--- src/rtl/mips_exe_pkg.sv ---
// Shared EXE-stage constants for the multiply/divide unit.
// Funct codes, FSM encoding, iteration count, magnitude helper.
package mips_exe_pkg;

  localparam logic [5:0] OP_SPECIAL = 6'b000000;

  localparam logic [5:0] F_MFHI  = 6'b010000;
  localparam logic [5:0] F_MTHI  = 6'b010001;
  localparam logic [5:0] F_MFLO  = 6'b010010;
  localparam logic [5:0] F_MTLO  = 6'b010011;
  localparam logic [5:0] F_MULT  = 6'b011000;
  localparam logic [5:0] F_MULTU = 6'b011001;
  localparam logic [5:0] F_DIV   = 6'b011010;
  localparam logic [5:0] F_DIVU  = 6'b011011;

  localparam int ITER_COUNT = 32;

  typedef enum logic [1:0] {
    S_IDLE = 2'd0,
    S_BUSY = 2'd1,
    S_DONE = 2'd2
  } md_state_e;

  function automatic logic [31:0] mag32(
    input logic [31:0] x,
    input logic        sgn
  );
    return (sgn && x[31]) ? (~x + 32'd1) : x;
  endfunction

endpackage

--- src/rtl/muldiv_core.sv ---
// Radix-2 iterative datapath: shift-add multiply, restoring divide.
// Works on magnitudes; raw_o is the value the registers take next edge.
module muldiv_core
  import mips_exe_pkg::*;
(
  input  logic        clk,
  input  logic        reset,
  input  logic        load_i,
  input  logic        step_i,
  input  logic        is_div_i,
  input  logic [31:0] a_mag_i,
  input  logic [31:0] b_mag_i,
  output logic [63:0] raw_o
);

  logic [31:0] hi_q, hi_d;
  logic [31:0] lo_q, lo_d;
  logic [31:0] m_q, m_d;
  logic [32:0] rem;
  logic [32:0] sum;
  logic [64:0] shf;
  logic        ge;

  always_comb begin
    hi_d = hi_q;
    lo_d = lo_q;
    m_d  = m_q;
    rem  = '0;
    sum  = '0;
    shf  = '0;
    ge   = 1'b0;
    if (load_i) begin
      hi_d = '0;
      lo_d = a_mag_i;
      m_d  = b_mag_i;
    end else if (step_i) begin
      if (is_div_i) begin
        rem = {hi_q, lo_q[31]};
        ge  = (rem >= {1'b0, m_q});
        if (ge) rem = rem - {1'b0, m_q};
        hi_d = rem[31:0];
        lo_d = {lo_q[30:0], ge};
      end else begin
        sum = {1'b0, hi_q} + (lo_q[0] ? {1'b0, m_q} : 33'd0);
        shf = {sum, lo_q} >> 1;
        hi_d = shf[63:32];
        lo_d = shf[31:0];
      end
    end
  end

  always_ff @(posedge clk or negedge reset) begin
    if (!reset) begin
      hi_q <= '0;
      lo_q <= '0;
      m_q  <= '0;
    end else begin
      hi_q <= hi_d;
      lo_q <= lo_d;
      m_q  <= m_d;
    end
  end

  assign raw_o = {hi_d, lo_d};

endmodule

--- src/rtl/exe_muldiv_unit.sv ---
// EXE-stage HI/LO unit: mult/div FSM, sign fix-up, mfhi/mflo/mthi/mtlo.
// Holds the pipeline for 33 cycles per multiply or divide.
module exe_muldiv_unit
  import mips_exe_pkg::*;
(
  input  logic        clk,
  input  logic        reset,
  input  logic [31:0] exe_instr_in,
  input  logic [31:0] exe_opr_a,
  input  logic [31:0] exe_opr_b,
  input  logic        exe_valid,
  input  logic        exe_advance,
  input  logic        exe_flush,
  output logic        muldiv_stall,
  output logic [31:0] hilo_rdata,
  output logic        div_zero,
  output logic [31:0] hi_out,
  output logic [31:0] lo_out
);

  md_state_e   state_q, state_d;
  logic [5:0]  cnt_q, cnt_d;
  logic        op_div_q, op_div_d;
  logic        op_sgn_q, op_sgn_d;
  logic [31:0] a_q, a_d;
  logic [31:0] b_q, b_d;
  logic [31:0] hi_q, hi_d;
  logic [31:0] lo_q, lo_d;
  logic        dz_q, dz_d;

  logic        is_r;
  logic        d_mult, d_multu, d_div, d_divu;
  logic        d_mfhi, d_mthi, d_mflo, d_mtlo;
  logic        is_md, live;
  logic        start, step, finish, stall_c;
  logic [63:0] raw;
  logic [63:0] prod;
  logic [31:0] quo, rmd;
  logic        unused_instr;

  assign unused_instr = ^exe_instr_in[25:6];
  assign is_r = (exe_instr_in[31:26] == OP_SPECIAL);

  always_comb begin
    d_mult  = 1'b0;
    d_multu = 1'b0;
    d_div   = 1'b0;
    d_divu  = 1'b0;
    d_mfhi  = 1'b0;
    d_mthi  = 1'b0;
    d_mflo  = 1'b0;
    d_mtlo  = 1'b0;
    if (is_r) begin
      unique case (1'b1)
        (exe_instr_in[5:0] == F_MULT):  d_mult  = 1'b1;
        (exe_instr_in[5:0] == F_MULTU): d_multu = 1'b1;
        (exe_instr_in[5:0] == F_DIV):   d_div   = 1'b1;
        (exe_instr_in[5:0] == F_DIVU):  d_divu  = 1'b1;
        (exe_instr_in[5:0] == F_MFHI):  d_mfhi  = 1'b1;
        (exe_instr_in[5:0] == F_MTHI):  d_mthi  = 1'b1;
        (exe_instr_in[5:0] == F_MFLO):  d_mflo  = 1'b1;
        (exe_instr_in[5:0] == F_MTLO):  d_mtlo  = 1'b1;
        default: ;
      endcase
    end
  end

  assign is_md = d_mult | d_multu | d_div | d_divu;
  assign live  = exe_valid & ~exe_flush;

  always_comb begin
    state_d = state_q;
    stall_c = 1'b0;
    start   = 1'b0;
    step    = 1'b0;
    finish  = 1'b0;
    unique case (state_q)
      S_IDLE: begin
        if (live && is_md) begin
          start   = 1'b1;
          stall_c = 1'b1;
          state_d = S_BUSY;
        end
      end
      S_BUSY: begin
        if (exe_flush) begin
          state_d = S_IDLE;
        end else begin
          stall_c = 1'b1;
          step    = 1'b1;
          if (cnt_q == 6'(ITER_COUNT - 1)) begin
            finish  = 1'b1;
            state_d = S_DONE;
          end
        end
      end
      S_DONE: begin
        if (exe_flush || exe_advance) state_d = S_IDLE;
      end
      default: state_d = S_IDLE;
    endcase
  end

  muldiv_core u_core (
    .clk      (clk),
    .reset    (reset),
    .load_i   (start),
    .step_i   (step),
    .is_div_i (op_div_q),
    .a_mag_i  (mag32(exe_opr_a, d_mult | d_div)),
    .b_mag_i  (mag32(exe_opr_b, d_mult | d_div)),
    .raw_o    (raw)
  );

  // Core works on magnitudes; restore signs from the latched operands.
  assign prod = (op_sgn_q && (a_q[31] ^ b_q[31])) ? (~raw + 64'd1) : raw;
  assign quo  = (op_sgn_q && (a_q[31] ^ b_q[31])) ? (~raw[31:0] + 32'd1)
                                                  : raw[31:0];
  assign rmd  = (op_sgn_q && a_q[31]) ? (~raw[63:32] + 32'd1) : raw[63:32];

  always_comb begin
    cnt_d    = cnt_q;
    op_div_d = op_div_q;
    op_sgn_d = op_sgn_q;
    a_d      = a_q;
    b_d      = b_q;
    hi_d     = hi_q;
    lo_d     = lo_q;
    dz_d     = 1'b0;
    if (start) begin
      cnt_d    = '0;
      op_div_d = d_div | d_divu;
      op_sgn_d = d_mult | d_div;
      a_d      = exe_opr_a;
      b_d      = exe_opr_b;
    end else if (step) begin
      cnt_d = cnt_q + 6'd1;
    end
    if (finish) begin
      if (!op_div_q) begin
        hi_d = prod[63:32];
        lo_d = prod[31:0];
      end else if (b_q == '0) begin
        hi_d = a_q;
        lo_d = 32'hFFFF_FFFF;
        dz_d = 1'b1;
      end else begin
        hi_d = rmd;
        lo_d = quo;
      end
    end else if (state_q == S_IDLE && live) begin
      if (d_mthi) hi_d = exe_opr_a;
      if (d_mtlo) lo_d = exe_opr_a;
    end
  end

  always_ff @(posedge clk or negedge reset) begin
    if (!reset) begin
      state_q  <= S_IDLE;
      cnt_q    <= '0;
      op_div_q <= 1'b0;
      op_sgn_q <= 1'b0;
      a_q      <= '0;
      b_q      <= '0;
      hi_q     <= '0;
      lo_q     <= '0;
      dz_q     <= 1'b0;
    end else begin
      state_q  <= state_d;
      cnt_q    <= cnt_d;
      op_div_q <= op_div_d;
      op_sgn_q <= op_sgn_d;
      a_q      <= a_d;
      b_q      <= b_d;
      hi_q     <= hi_d;
      lo_q     <= lo_d;
      dz_q     <= dz_d;
    end
  end

  assign muldiv_stall = stall_c & reset;
  assign div_zero     = dz_q;
  assign hi_out       = hi_q;
  assign lo_out       = lo_q;
  assign hilo_rdata   = d_mfhi ? hi_q : (d_mflo ? lo_q : 32'd0);

endmodule

--- config.mk ---
export PLATFORM = sky130hd
export DESIGN_NAME = exe_muldiv_unit
export DESIGN_NICKNAME = d
export VERILOG_FILES = /design/src/rtl/mips_exe_pkg.sv /design/src/rtl/muldiv_core.sv /design/src/rtl/exe_muldiv_unit.sv
export SDC_FILE = /design/constraint.sdc
export NUM_CORES = 1
export LEC_CHECK = 0
export CAP_MARGIN = 5
export CELL_PAD_IN_SITES_DETAIL_PLACEMENT = 1
export CELL_PAD_IN_SITES_GLOBAL_PLACEMENT = 2
export CORE_MARGIN = 3
export CORE_UTILIZATION = 30
export CTS_CLUSTER_SIZE = 30
export DETAILED_ROUTE_END_ITERATION = 6
export PLACE_DENSITY_LB_ADDON = 0.1
export RECOVER_POWER = 50
export SLEW_MARGIN = 20
export SYNTH_ARGS = -nofsm -noshare
export SYNTH_HDL_FRONTEND = slang
export SYNTH_SLANG_ARGS = --single-unit
--- constraint.sdc ---
create_clock -name clk -period 6.9 [get_ports clk]
set_input_delay 1.035 -clock clk [delete_from_list [all_inputs] [get_ports clk]]
set_output_delay 1.035 -clock clk [all_outputs]
set_load 0.01 [all_outputs]
Word level (Yosys, flattened, before mapping)
Cells that the tools add are included.
- logic and storage cells: 125
- output and inout port bits: 98
- bits in registers: 235
- $lt $le $gt $ge: 1
- bitwise gates (word level): 14
- reductions and logical operators: 17
- muxes and demuxes: 59
- eq/ne operators: 14
- add/sub/neg operators: 8
- operator list (cell ; number):
    $mux W32 ; 24
    $add A32 B1 Y32 const B ; 4
    $not A32 Y32 ; 4
    $add A64 B1 Y64 const B ; 1
    $mux W64 ; 1
    $not A64 Y64 ; 1
    $eq A6 B5 Y1 const B ; 9
    $add A32 B32 Y33 ; 1
    $ge A33 B32 Y1 ; 1
    $logic_not A32 Y1 ; 1
    $sub A32 B32 Y32 ; 1
    $mux W1 ; 26
    $mux W6 ; 2
    $mux W2 ; 4
    $reduce_bool A2 Y1 ; 4
    $add A6 B1 Y6 const B ; 1
    $logic_and A1 B1 Y1 ; 6
    $logic_not A6 Y1 ; 1
    $pmux W2 S3 ; 1
    $or A1 B1 Y1 ; 5
    $ne A2 B2 Y1 const B ; 2
    $reduce_and A2 Y1 ; 2
    $ne A3 B3 Y1 const B ; 1
    $reduce_and A3 Y1 ; 1
    8 further kinds ; 9

Depth between registers and ports, before layout
- word-level depth: 16
- gate-level depth with buffers: 21
- gate-level depth less buffers: 17

Hierarchy
From an unflattened synthesis, not the netlist that was laid out.
- cell total of the unflattened synthesis: 2406
- area, all modules: 18733.0 um^2
- by module, submodules not included (module ; sequential area each (um^2) ; cells an instance ; times used ; area an instance (um^2)):
    exe_muldiv_unit ; 3478.3 ; 1367 ; 1 ; 10521.3
    muldiv_core ; 2402.3 ; 1039 ; 1 ; 8211.6

Worst setup path after synthesis
Ideal clock, no wire load.
- path type: input to register
- start point: input exe_instr_in[31]
- end point: register hi_q[28] (netlist: hi_out[28])
- path slack: 1861 ps
- cell stages on the path: 18
- setup time: 121 ps
- data required time: 6779 ps
- data arrival time: 4918 ps
- cell sequence: nor4_2 -> and4_1 -> buf_2 -> nor2_1 -> buf_2 -> clkbuf_1 -> nand2_1 -> nand3_1 -> a21oi_1 -> ha_1 -> nand2_1 -> nand4bb_1 -> nor3_2 -> nand2_1 -> or3b_2 -> or4_1 -> a31oi_1 -> nor2_1
- word-level cells in the longest chain between the ends: 15
- elaborated cells on any way between the ends: 28
- classes of those cells: add/sub (2); mux (15); bitwise (6); reduce/logical (5)
- RTL lines (what ; line ; RTL):
    from (decl) ; exe_muldiv_unit.sv:8 ; input logic [31:0] exe_instr_in,
    $logic_not A6 Y1 (*) ; exe_muldiv_unit.sv:42 ; assign is_r = (exe_instr_in[31:26] == OP_SPECIAL);
    $mux W1 ; exe_muldiv_unit.sv:53 ; if (is_r) begin
    $or A1 B1 Y1 (3 in a row) ; exe_muldiv_unit.sv:68 ; assign is_md = d_mult | d_multu | d_div | d_divu;
    $logic_and A1 B1 Y1 ; exe_muldiv_unit.sv:79 ; if (live && is_md) begin
    $mux W1 ; exe_muldiv_unit.sv:79 ;
    $mux W1 ; exe_muldiv_unit.sv:77 ; unique case (state_q)
    $mux W32 ; muldiv_core.sv:32 ; if (load_i) begin
    $not A32 Y32 ; exe_muldiv_unit.sv:119 ; assign rmd = (op_sgn_q && a_q[31]) ? (~raw[63:32] + 32'd1) : raw[63:32];
    $add A32 B1 Y32 ; exe_muldiv_unit.sv:119 ;
    $mux W32 ; exe_muldiv_unit.sv:119 ;
    $mux W32 ; exe_muldiv_unit.sv:143 ; end else if (b_q == '0) begin
    $mux W32 ; exe_muldiv_unit.sv:140 ; if (!op_div_q) begin
    $mux W32 ; exe_muldiv_unit.sv:139 ; if (finish) begin
    to (signal assigned) ; exe_muldiv_unit.sv:175 ; hi_q <= hi_d;
    to (decl) ; exe_muldiv_unit.sv:27 ; logic [31:0] hi_q, hi_d;
Every way passes the cells marked *; elsewhere a longest branch is shown, timed or not.
A chain may end at the register's enable or synchronous reset.

Final worst setup path
- start point: input exe_opr_a[8]
- end point: register hi_q[25] (netlist: hi_out[25])
- word-level cells in the longest chain between the ends: 9
- RTL lines (what ; line ; RTL):
    from (decl) ; exe_muldiv_unit.sv:9 ; input logic [31:0] exe_opr_a,
    $not A32 Y32 ; mips_exe_pkg.sv:28 ; return (sgn && x[31]) ? (~x + 32'd1) : x;
    $add A32 B1 Y32 ; mips_exe_pkg.sv:28 ;
    $mux W32 ; mips_exe_pkg.sv:28 ;
    $mux W32 ; muldiv_core.sv:32 ;
    via raw[30] ; exe_muldiv_unit.sv:36 ; logic [63:0] raw;
    $not A64 Y64 ; exe_muldiv_unit.sv:116 ; assign prod = (op_sgn_q && (a_q[31] ^ b_q[31])) ? (~raw + 64'd1) : raw;
    $add A64 B1 Y64 ; exe_muldiv_unit.sv:116 ;
    $mux W64 ; exe_muldiv_unit.sv:116 ;
    $mux W32 ; exe_muldiv_unit.sv:140 ;
    $mux W32 ; exe_muldiv_unit.sv:139 ;
The timed path passes the listed nets, and every way through them passes these cells.

==> results_dict.tcl <==
set metrics [dict create \
    outcome "complete, but fails checks" \
    violations "capacitance limit, slew limit" \
    drt_wl_total_um 95000 \
    cp_slowest_cell "nor4_2" \
    peakVddDrop_uv 158 \
    grt_overflow 0 \
    clock_path_buffers 3 \
    synth_largest_area_cell "dfrtp_1" \
    synthMuxAreaShare 0.0556 \
    grt_usage 0.269 \
    clock_skew_ps 26.9 \
    worstPathMaxFanout 9 \
    n_fill_cell 7778 \
    ys_types 97 \
    cts_tree "done" \
    htreeDepth 2 \
    dr.pass1.iters 5 \
    via_per_inst 5.87 \
    start_kind "primary input" \
    drive_above_1_share 0.0855 \
    synth_top_family_by_area "compound AO/OA/AOI/OAI gates" \
    critical_path_arrival_ps 6840 \
    slew_violations 158 \
    p_per_area_mw_per_mm2 152 \
    crit_buf_inv 2 \
    synth_top_cells_by_count "nand2_1, dfrtp_1, a21oi_1, nor2_1, o21ai_0" \
    avgSynthCellArea_um2 7.81 \
    area_growth_syn_to_layout_pct 20.5 \
    post_cts_resized 0 \
    portBuffers 178 \
    num_rows 93 \
    drtIter0Drc 1554 \
    setup_viol 0 \
    synth_warnings 0 \
    dieArea_mm2 0.0694 \
    num-nets-final 2866 \
    post-synth-top-area-fraction 0.295 \
    root_buffer "clkbuf_16" \
    syn_inst 2544 \
    crit_path_frequent_cell "a21oi_1" \
    yosys_most_used_dff "dfrtp_1" \
    synth_xor_area_frac 0.0643 \
    endpoint_kind "flop" \
    synth-seq-cells 234 \
    synthSimpleGateAreaFrac 0.238 \
    finalHoldViolations 0 \
    postCtsHoldBufs 0 \
    cts.clk_slew.worst_paths_ps 50 \
    fin_setup_tns_ps 0 \
    place_congestion 0.899 \
    crit_family "simple AND/OR/NAND/NOR gates" \
    yosysSeqAreaShare 0.295 \
    diodes 0 \
    yosysMostFrequentCell "nand2_1" \
    finalCritPeriodShare 0.924 \
    postRouteAntennaNets 0 \
    worstSetupPathType "primary input to flop" \
    synth.net_count 2716 \
    rsz0062_at_grt "false" \
    grt_first_pass_wirelength_um 144000 \
    reg2reg_slack_ps 1100 \
    async_reset_ff_frac 1.00 \
    multi_input_area_mm2 0.0131 \
    worst-endpoint-required_ps 7360 \
    grt_start_max_net_pins 72 \
    synth_edf_count 0 \
    drc 0 \
    max_slew.worst_pin.slew_ps 3820 \
    synth_fa_ha_area_frac 0.0454 \
    clock_latency_ps 560 \
    cts_setup_buffers 0 \
    die_height_um 263 \
    die_w_um 263 \
    wl_per_cell_um 26.6 \
    io_pins 199 \
    grt_antenna_before_repair 0 \
    cts.sink_count 234 \
    seqCellArea_mm2 0.00586 \
    max_freq_ghz 0.157 \
    cap_violations 3 \
    cts_buffers 35 \
    synth_compound_area_frac 0.252 \
    crit_path_cell_trace "clkdlybuf4s50_1, nor4_2, nand4_1, o31ai_1, xor2_1, a21oi_1, nor4_1, nor4bb_1, buf_4, nand2_1, nor3_4, a31oi_1, a221o_1, a21oi_1" \
    start_util 0.306 \
    max_slew_margin -1.54 \
    fin_hold_ws_ps 465 \
    fin_ws_ps 527 \
    min_path_type "flop to flop" \
    ys_top_cells_by_area "dfrtp_1, nand2_1, a21oi_1" \
    netlist_area_mm2 0.0199 \
    grt_pass1_vias 21700 \
    critPathMaxStageDelay_ps 930 \
    finalPower_mw 3.63 \
    via_count 21000 \
    p_leak_nw 10.8 \
    hpwl_um 74300 \
    fp.coreArea_mm2 0.0650 \
    fin_crit_ps 6370 \
    place_ws_ps 198 \
]
[report_power, final]
group / internal [mW] / leakage (nW) / total, mW / switching (mW)
sequential: 1.38 / 3.25 / 1.40 / 0.0128
combinational: 0.153 / 7.02 / 0.453 / 0.300
clock: 1.06 / 0.536 / 1.78 / 0.718
[registers in the layout, indices dropped and copies added (netlist names)]
| register | flops |
|---|---|
| a_q | 32 |
| hi_out | 32 |
| lo_out | 32 |
| u_core.hi_q | 32 |
| u_core.lo_q | 32 |
| u_core.m_q | 32 |
| b_q | 31 |
| cnt_q | 6 |
| state_q | 2 |
| div_zero | 1 |
| op_div_q | 1 |
| op_sgn_q | 1 |
[tightest hold or removal path, delay by kind of cell, from the launching register on]
kind             cells  cell delay [ps]
DFF                  1              340
and+or+nand+nor      2              100
[routing by layer]
layer  up-vias  GRT usage  share of wire
li1       9622          -              -
met1     10700      0.391           0.48
met2       506      0.432           0.46
met3        97     0.0259          0.041
met4         0     0.0575          0.021
met5         -          0              0
[metrics by stage]
step,instance area (um2),utilization,std cells
2_1_floorplan,19900,-,2544
3_3_place_gp,22900,0.352,3512
3_5_place_dp,22900,0.352,3512
4_1_cts,24000,0.368,3570
5_1_grt,23900,0.368,3570
6_report,23900,0.368,3570
[cells in the final DEF (no fill, tap or decap), types with 45 or more instances in the layout]
cell,Yosys,layout
and2_1,48,47
a21o_1,48,48
dlygate4sd3_1,0,58
xor2_1,59,59
inv_1,88,88
xnor2_1,87,87
dfrtp_1,234,233
mux2i_1,88,88
o31ai_1,45,45
clkdlybuf4s50_1,0,118
nand2_1,411,410
nor3_1,57,57
nor2_1,169,166
o21ai_0,161,161
buf_4,1,97
ha_1,69,69
a21oi_1,196,195
[layout make-up]
type / instances / area share
multi-input cells: 2055 / 0.546
flip-flops and latches: 234 / 0.245
repair buffers: 279 / 0.105
well taps: 855 / 0.0447
clock buffers: 49 / 0.0409
inverters: 89 / 0.0140
clock inverters: 9 / 0.00460
[cells by family (layout without fill, tap and decap cells)]
| logic type | count (synthesis) | in the layout |
|---|---|---|
| AOI/OAI and AO/OA | 763 | 763 |
| xor gates and xnor gates | 146 | 146 |
| adders and majority gates | 71 | 71 |
| buffers and inverters | 255 | 426 |
| DFF | 234 | 234 |
| muxes | 108 | 108 |
| and+or+nand+nor | 967 | 967 |
[worst paths after layout]
check,start,endpoint,cells after the start
max,exe_opr_a[8],hi_out[25]$_DFFE_PN0P_,14
min,b_q[16]$_DFFE_PN0P_,b_q[16]$_DFFE_PN0P_,2
max reg2reg,u_core.m_q[13]$_DFFE_PN0P_,hi_out[29]$_DFFE_PN0P_,15
min reg2reg,b_q[16]$_DFFE_PN0P_,b_q[16]$_DFFE_PN0P_,2
max in group asynchronous,reset,u_core.lo_q[6]$_DFF_PN0_,3
min in group asynchronous,reset,u_core.hi_q[29]$_DFF_PN0_,1
Note: power is estimated with default switching activity, not from simulation.
